### src/rtl/movement_pkg.sv
// rtl/movement_pkg.sv - shared types and constants for the runner movement controller
package movement_pkg;

  typedef enum logic [1:0] {
    ST_IDLE   = 2'd0,
    ST_ISSUE  = 2'd1,
    ST_ACTIVE = 2'd2,
    ST_SETTLE = 2'd3
  } state_t;

  typedef enum logic [1:0] {
    ACT_NONE  = 2'b00,
    ACT_BIG   = 2'b01,
    ACT_SMALL = 2'b10,
    ACT_DROP  = 2'b11
  } action_t;

  localparam logic [2:0] OP_NONE  = 3'b000;
  localparam logic [2:0] OP_BIG   = 3'b001;
  localparam logic [2:0] OP_SMALL = 3'b010;
  localparam logic [2:0] OP_DROP  = 3'b100;

  localparam logic [6:0] GROUND_Y_DEF = 7'd108;

  function automatic logic [2:0] op_of(input action_t a);
    case (a)
      ACT_BIG:   op_of = OP_BIG;
      ACT_SMALL: op_of = OP_SMALL;
      ACT_DROP:  op_of = OP_DROP;
      default:   op_of = OP_NONE;
    endcase
  endfunction

endpackage

### src/rtl/frame_tick_gen.sv
// rtl/frame_tick_gen.sv - divides the system clock into a one-clk per-frame update strobe
module frame_tick_gen #(
  parameter int unsigned TICK_DIV = 833333
) (
  input  logic clk,
  input  logic reset,
  input  logic game_en,
  output logic update
);

  localparam int unsigned CNT_W = $clog2(TICK_DIV);
  localparam logic [CNT_W-1:0] LAST = CNT_W'(TICK_DIV - 1);

  if (TICK_DIV < 4 || TICK_DIV > (1 << 20)) begin : g_bad_div
    $fatal(1, "TICK_DIV out of range 4..2^20");
  end

  logic [CNT_W-1:0] cnt;

  // Counter freezes while paused so the frame phase survives a pause.
  always_ff @(posedge clk or negedge reset) begin
    if (!reset) begin
      cnt <= '0;
    end else if (game_en) begin
      cnt <= (cnt == LAST) ? '0 : cnt + CNT_W'(1);
    end
  end

  assign update = game_en && (cnt == LAST);

endmodule

### src/rtl/movement_controller.sv
// rtl/movement_controller.sv - sequences runner jump/drop actions against the frame strobe
module movement_controller
  import movement_pkg::*;
#(
  parameter int unsigned TICK_DIV  = 833333,
  parameter int          BIG_LEN   = 10,
  parameter int          SMALL_LEN = 15,
  parameter int          DROP_LEN  = 9,
  parameter logic [6:0]  GROUND_Y  = GROUND_Y_DEF
) (
  input  logic       clk,
  input  logic       reset,
  input  logic       game_en,
  input  logic       key_big,
  input  logic       key_small,
  input  logic       key_drop,
  input  logic [6:0] y_in,
  output logic       update,
  output logic [2:0] operation,
  output logic       busy,
  output logic [1:0] action,
  output logic [4:0] frames_left,
  output logic       land_err
);

  if (BIG_LEN < 1 || BIG_LEN > 31) begin : g_bad_big
    $fatal(1, "BIG_LEN out of range 1..31");
  end
  if (SMALL_LEN < 1 || SMALL_LEN > 31) begin : g_bad_small
    $fatal(1, "SMALL_LEN out of range 1..31");
  end
  if (DROP_LEN < 1 || DROP_LEN > 31) begin : g_bad_drop
    $fatal(1, "DROP_LEN out of range 1..31");
  end

  localparam logic [4:0] BIG_L   = 5'(BIG_LEN);
  localparam logic [4:0] SMALL_L = 5'(SMALL_LEN);
  localparam logic [4:0] DROP_L  = 5'(DROP_LEN);

  frame_tick_gen #(.TICK_DIV(TICK_DIV)) u_tick (
    .clk     (clk),
    .reset   (reset),
    .game_en (game_en),
    .update  (update)
  );

  logic [2:0] keys, key_prev, rise, pend_sel;
  logic [2:0] pending, pending_next;
  state_t     state, state_next;
  action_t    act, act_next;
  logic [4:0] remain, remain_next;

  // Key vector bit order matches the one-hot operation encoding.
  assign keys = {key_drop, key_small, key_big};
  assign rise = keys & ~key_prev;

  always_comb begin
    pend_sel = OP_NONE;
    if (rise[2])      pend_sel = OP_DROP;
    else if (rise[0]) pend_sel = OP_BIG;
    else if (rise[1]) pend_sel = OP_SMALL;
  end

  always_ff @(posedge clk or negedge reset) begin
    if (!reset) begin
      key_prev <= 3'b000;
      pending  <= 3'b000;
      state    <= ST_IDLE;
      act      <= ACT_NONE;
      remain   <= 5'd0;
    end else begin
      key_prev <= keys;
      pending  <= pending_next;
      state    <= state_next;
      act      <= act_next;
      remain   <= remain_next;
    end
  end

  always_comb begin
    state_next   = state;
    act_next     = act;
    remain_next  = remain;
    pending_next = pending;
    operation    = OP_NONE;
    land_err     = 1'b0;

    if (state == ST_IDLE && pending == 3'b000) pending_next = pend_sel;

    case (state)
      ST_IDLE: begin
        // Never launch on a strobe cycle so ISSUE sees a clean frame boundary.
        if (pending != 3'b000 && !update) begin
          state_next   = ST_ISSUE;
          pending_next = 3'b000;
          if (pending[2]) begin
            act_next    = ACT_DROP;
            remain_next = DROP_L;
          end else if (pending[0]) begin
            act_next    = ACT_BIG;
            remain_next = BIG_L;
          end else begin
            act_next    = ACT_SMALL;
            remain_next = SMALL_L;
          end
        end
      end
      ST_ISSUE, ST_ACTIVE: begin
        if (state == ST_ISSUE) operation = op_of(act);
        state_next = ST_ACTIVE;
        if (update) begin
          if (remain == 5'd1) begin
            remain_next = 5'd0;
            state_next  = ST_SETTLE;
          end else begin
            remain_next = remain - 5'd1;
          end
        end
      end
      ST_SETTLE: begin
        if (update) begin
          land_err   = (y_in != GROUND_Y);
          act_next   = ACT_NONE;
          state_next = ST_IDLE;
        end
      end
      default: state_next = ST_IDLE;
    endcase
  end

  assign busy        = (state != ST_IDLE);
  assign action      = act;
  assign frames_left = (state == ST_ISSUE || state == ST_ACTIVE) ? remain : 5'd0;

endmodule

### config.mk
export PLATFORM = sky130hd
export DESIGN_NAME = movement_controller
export DESIGN_NICKNAME = d
export VERILOG_FILES = /design/src/rtl/movement_pkg.sv /design/src/rtl/frame_tick_gen.sv /design/src/rtl/movement_controller.sv
export SDC_FILE = /design/constraint.sdc
export NUM_CORES = 1
export LEC_CHECK = 0
export ABC_AREA = 1
export CELL_PAD_IN_SITES_DETAIL_PLACEMENT = 0
export CELL_PAD_IN_SITES_GLOBAL_PLACEMENT = 1
export CORE_ASPECT_RATIO = 0.9
export CORE_MARGIN = 10
export CORE_UTILIZATION = 36
export DETAILED_ROUTE_END_ITERATION = 8
export PLACE_DENSITY = 0.79
export SLEW_MARGIN = 30
export SYNTH_ARGS = -nofsm -noshare
export SYNTH_HDL_FRONTEND = slang
export SYNTH_SLANG_ARGS = --single-unit
### constraint.sdc
create_clock -name clk -period 1.95 [get_ports clk]
set_clock_uncertainty 0.15 [all_clocks]
set_input_delay 0.585 -clock clk [delete_from_list [all_inputs] [get_ports clk]]
set_output_delay 0.585 -clock clk [all_outputs]
set_load 0.01 [all_outputs]
; ---- After elaboration in Yosys (flattened, before gate mapping)
; Cells that the tools add are included.
[word_totals]
in_bits = 13
output_inout_bits = 13
ff_bits = 35
[classes]
bitwise_logic = 2
mux = 28
n_eq_ne = 12
reduce_logical = 15
add_sub_neg = 2
[ops]
columns = op, n
row1 = 3-bit 2-to-1 mux, 8
row2 = "20-bit by 1-bit adder with 20-bit output, second input constant", 1
row3 = "20-bit == test, second input constant", 1
row4 = 20-bit 2-to-1 mux, 1
row5 = 5-bit 2-to-1 mux, 4
row6 = 2-bit 2-to-1 mux, 7
row7 = 5-bit one-hot mux with 2 select lines, 1
row8 = 3-bit one-hot mux with 3 select lines, 1
row9 = "2-bit == test, second input constant", 4
row10 = "7-bit != test, second input constant", 1
row11 = 2-bit one-hot mux with 3 select lines, 1
row12 = 3-bit AND reduction, 2
row13 = 2-bit nonzero test, 3
row14 = "5-bit by 1-bit == test with 1-bit output, second input constant", 1
row15 = "5-bit by 1-bit subtractor with 5-bit output, second input constant", 1
row16 = "2-bit by 1-bit == test with 1-bit output, second input constant", 2
row17 = 1-bit 2-to-1 mux, 4
row18 = "2-bit != test, second input constant", 2
row19 = 2-bit one-hot mux with 2 select lines, 1
row20 = 3-bit bitwise AND, 1
row21 = 1-bit logical AND, 3
row22 = 3-bit zero test, 1
row23 = 3-bit NOT, 1
row24 = 3-bit nonzero test, 1
row25 = other kinds (6), 6

; ---- Logic depth before layout (Yosys ltp)
[logic_depth]
word_depth = 8
mapped_depth = 13
mapped_depth_nobuf = 12

; ---- Modules after synthesis
; A second synthesis with hierarchy kept.
[hier_totals]
hier_cells = 329
area_unflattened_um2 = 2234.6
[by_module_without_submodules]
columns = module, cells_per_inst, seq_area_each_um2, instances, area_per_inst_um2
row1 = frame_tick_gen, 186, 500.5, 1, 1260.0
row2 = movement_controller, 143, 375.4, 1, 974.7

; ---- Worst setup path before layout
; OpenSTA, ideal clock, no wires.
[synth_timing]
path_type = register -> output
from = register u_tick.cnt[0]
to = output port land_err
arrival_ns = 1.404
t_required_ns = 1.215
stages_incl_launch_ff = 9
setup_slack_ns = -0.189
path_cell_list = dfrtp_1 > inv_1 > ha_1 > nand2_1 > nor3_1 > nand2_1 > nor3_1 > nand2_1 > a211oi_1
[synth_via]
elab_chain_cells = 4
[synth_rtl]
columns = item, line_no
row1 = "start, declared", frame_tick_gen.sv:18  ; logic [CNT_W-1:0] cnt;
row2 = "start signal, assigned", frame_tick_gen.sv:25  ; cnt <= (cnt == LAST) ? '0 : cnt + CNT_W'(1);
row3 = 20-bit == test, frame_tick_gen.sv:29  ; assign update = game_en && (cnt == LAST);
row4 = 1-bit logical AND, frame_tick_gen.sv:29
row5 = 1-bit 2-to-1 mux, movement_controller.sv:121  ; if (update) begin
row6 = 1-bit 2-to-1 mux, movement_controller.sv:90  ; case (state)
row7 = "end, declared", movement_controller.sv:23  ; output logic land_err
; No other way between the ends.

; ---- Worst setup path after layout
[layout_timing]
from = register u_tick.cnt[1]
to = output port land_err
; Same word-level chain as after synthesis.

==> out/results.ini <==
[run_status]
status = complete, but fails checks
violations = setup timing

[clock_tree]
cts-root-to-sink-buffers = 2
worst_setup_hold_path_clk_slew_ns = 0.08
root_buffer = sky130_fd_sc_hd__clkbuf_8
clkLatencyLatePin_ns = 0.30
h-tree-depth = 2
cts_num_sinks = 35
hold_buffer_count_at_cts = 0
cts_inserted_buffers = 5
cts_tree = done

[floorplan]
boundaryPins = 26
fp.dieArea_sq_mm = 0.009553
rows = 26
floorplan.core_area_sq_mm = 0.005758
chipHeight_microns = 93.73
chip_width_microns = 101.9
start_util_pct = 37.77

[detailed_routing]
drc = 0
first_pass_iters = 4
detailroute.via_count = 2254
vias_per_cell = 4.755
drt-total-wl_mm = 6.124
avgRoutedWirePerCell_microns = 12.92
ant_nets = 0
drt-initial-drc-count = 111

[sta]
whs_ns = 0.1648
slew_viol_final = 0
slew_headroom_pct = 69.84
tightest_slew_ns = 0.4524
setup_viol = 19
post-route-period-util_pct = 125.4
grt_setup_unrepaired = true
achievable-frequency_ghz = 0.4090
accumulated_negative_setup_slack_ns = -3.653
final_hold_vio_count = 0
timing.final.ws_setup_ns = -0.4952
minimum_clock_period_after_layout_ns = 2.445

[worst_setup_path]
rr_startpoint = u_tick.cnt[1]
timing.critical_path.to_type = primary output
cp_max_fo = 3
critPathLaunchType = flop
critical_path_cell_with_the_highest_stage_delay = sky130_fd_sc_hd__dfrtp_1
timing.critical_path.arrival_ns = 1.71
cp.required_ns = 1.21
r2r-end = u_tick.cnt[12]
ff2ff_path_depth = 17
timing_worst_setup_path_type = reg2out
reg_to_reg_slack_setup_ns = -0.27
worst_stage_delay_on_the_critical_path_ns = 0.39
cp_cell_sequence = inv_2 > ha_4 > nand2_2 > nor3_2 > nand2_1 > nor3_2 > nand2_2 > a211oi_2 > buf_2

[logic_synthesis]
synth-seq-cells = 35
synthesis.area_per_instance_sq_um = 7.225
syn_inst = 301
ys_warnings = 0
synth_cell_types = 31
ys_seq_area_share_pct = 40.28
synthesis.area_sq_mm = 0.002175
synth_nets = 321

[global_route]
vias_in_the_first_global_route = 2288
grt_start_max_net_pins = 36
global_route_wire_length_before_repair_mm = 10.32
overflow = 0
number_of_antenna_violations_at_the_first_check_in_global_routing = 0
total_global_route_track_usage_pct = 13.48

[final_layout]
final-seq-area_sq_um = 875.8
proportion_of_layout_cells_with_a_drive_suffix_above_1_pct = 37.38
multiInputGateArea_sq_mm = 0.001290
num-nets-final = 423
fill_cells = 549
area_delta_synth_final_pct = 55.12
finalNonFillerCells = 474
final_design_area_excluding_fillers_sq_mm = 0.003373
antenna_cells_inserted = 0

[place]
dp.cells = 443
dp_hpwl_mm = 4.320
gpl.final_weighted_congestion = 0.8551
detailed_place.area_sq_mm = 0.002892
buffer_ports.inserted = 25

[power_and_ir_drop]
leakage_nw = 1.787
switching_share_pct = 31.44
p_int_mw = 1.339
p_sw_mw = 0.6142
power_density_mw_per_mm2 = 579.1
share_comb_of_total_power_pct = 29.2
power.share.sequential_pct = 43.4
power.clock.fraction_pct = 27.4
vdd_drop_max_mv = 0.4187

[run]
drv.max_cap_violation_count = 0

[worst_hold_path]
hold_path.class = in2async

power groups by stage:
stage / logic [mW] / registers [mW] / clock network, mW
after floorplan: 0.237 / 0.868 / 0
after global placement: 0.517 / 0.855 / 0
after detailed placement: 0.517 / 0.860 / 0
after CTS: 0.566 / 0.848 / 0.554
after global routing: 0.641 / 0.859 / 0.588
final: 0.571 / 0.848 / 0.534
repair_timing:
item | CTS | global route
cloned | 0 | 1
setup buffers | 26 | 5
endpoints found under the setup margin | 18 | 35
hold endpoints to repair | 0 | 0
pin swaps | 7 | 8
resized for setup | 76 | 44
registers in the layout, summed over array words and instances, names as in the netlist:
signal / flops
u_tick.cnt: 20
remain: 5
action: 2
pending: 3
state: 2
key_prev: 3
synth_stat cells:
master | instances | area share, %
sky130_fd_sc_hd__nand2_2 | 5 | 1.4
sky130_fd_sc_hd__o21ai_0 | 10 | 2.3
sky130_fd_sc_hd__xor2_1 | 6 | 2.4
sky130_fd_sc_hd__nand4_1 | 6 | 1.7
sky130_fd_sc_hd__or2_2 | 2 | 0.58
sky130_fd_sc_hd__inv_2 | 1 | 0.17
sky130_fd_sc_hd__nor2_1 | 34 | 5.9
sky130_fd_sc_hd__inv_1 | 49 | 8.5
sky130_fd_sc_hd__o22ai_1 | 2 | 0.58
sky130_fd_sc_hd__nor3b_1 | 1 | 0.35
sky130_fd_sc_hd__nor2_2 | 2 | 0.58
sky130_fd_sc_hd__o211a_1 | 1 | 0.46
sky130_fd_sc_hd__a211oi_1 | 2 | 0.69
sky130_fd_sc_hd__nand3_1 | 25 | 5.8
sky130_fd_sc_hd__and3b_1 | 1 | 0.40
sky130_fd_sc_hd__nor3_2 | 1 | 0.46
sky130_fd_sc_hd__nor3_1 | 20 | 4.6
sky130_fd_sc_hd__nand3_2 | 1 | 0.46
sky130_fd_sc_hd__buf_6 | 1 | 0.52
sky130_fd_sc_hd__ha_1 | 7 | 4.0
sky130_fd_sc_hd__o211ai_1 | 1 | 0.35
sky130_fd_sc_hd__nand2_1 | 69 | 12
sky130_fd_sc_hd__xnor2_1 | 2 | 0.81
sky130_fd_sc_hd__clkbuf_1 | 2 | 0.35
sky130_fd_sc_hd__dfrtp_1 | 35 | 40
sky130_fd_sc_hd__a21oi_1 | 6 | 1.4
sky130_fd_sc_hd__o21ai_1 | 1 | 0.23
sky130_fd_sc_hd__buf_2 | 2 | 0.46
sky130_fd_sc_hd__nor4_1 | 4 | 1.2
sky130_fd_sc_hd__nand2_4 | 1 | 0.52
sky130_fd_sc_hd__a21oi_4 | 1 | 0.75
cell type report:
cell class	instances	share of cell area [%]
sequential	35	25.96
clock buffer	6	2.151
multi-input combinational	212	38.24
tap	70	2.596
clock inverter	2	0.3709
inverter	50	5.638
timing repair buffer	99	25.04
per-layer routing:
layer | track usage, % | vias up | part of all wire (%)
met3 | 3.311 | 7 | 4.8
li1 | - | 1166 | -
met5 | 0 | - | 0
met2 | 20.55 | 41 | 44
met4 | 5.516 | 0 | 1.5
met1 | 17.79 | 1040 | 50
cell families (layout without fill, tap and decap cells):
logic type	Yosys count	in the layout	share of synthesized area, %
flip-flops	35	35	40.28
XOR/XNOR	8	8	3.222
AO/OA/AOI/OAI	24	24	6.732
buffers and inverters	55	157	9.954
adder cells (fa/ha/maj)	7	7	4.027
AND/OR/NAND/NOR	172	173	35.79
metrics by stage:
| stage | util [%] | power, mW | setup slack (ns) |
|---|---|---|---|
| 2_1_floorplan | - | 1.104 | -0.09887 |
| 3_3_place_gp | 50.22 | 1.372 | -0.7615 |
| 3_5_place_dp | 50.22 | 1.378 | -0.7859 |
| 4_1_cts | 55.39 | 1.967 | -0.5762 |
| 5_1_grt | 58.58 | 2.088 | -0.6436 |
| 6_report | 58.58 | 1.954 | -0.4952 |
worst max path at each step:
stage	from	end	slack, ns	cells after the start
after global placement	u_tick.cnt[1]	land_err	-0.76	9
final	u_tick.cnt[1]	land_err	-0.50	9
after CTS	u_tick.cnt[1]	land_err	-0.58	9
after detailed placement	u_tick.cnt[1]	land_err	-0.79	9
after global routing	u_tick.cnt[1]	land_err	-0.64	9
after floorplan	u_tick.cnt[0]	land_err	-0.1	8
cells in the final DEF (no fill, tap or decap), types with 7 or more instances in the layout:
master / synthesis / final
sky130_fd_sc_hd__buf_4: 0 / 58
sky130_fd_sc_hd__nand2_1: 69 / 56
sky130_fd_sc_hd__inv_1: 49 / 39
sky130_fd_sc_hd__dfrtp_1: 35 / 35
sky130_fd_sc_hd__nor2_1: 34 / 30
sky130_fd_sc_hd__nand3_1: 25 / 22
sky130_fd_sc_hd__buf_6: 1 / 21
sky130_fd_sc_hd__nor3_1: 20 / 15
sky130_fd_sc_hd__nand2_2: 5 / 13
sky130_fd_sc_hd__inv_2: 1 / 10
sky130_fd_sc_hd__clkdlybuf4s50_1: 0 / 10
sky130_fd_sc_hd__o21ai_0: 10 / 8
sky130_fd_sc_hd__buf_2: 2 / 7
critical path, delay by kind of cell, from the launching register on:
kind / cells / cell delay, ns
adder cells (fa/ha/maj): 1 / 0.14
buffers and inverters: 2 / 0.24
AO/OA/AOI/OAI: 1 / 0.14
flip-flops: 1 / 0.39
AND/OR/NAND/NOR: 5 / 0.50
No activity file was read; power rests on OpenSTA's default activity.
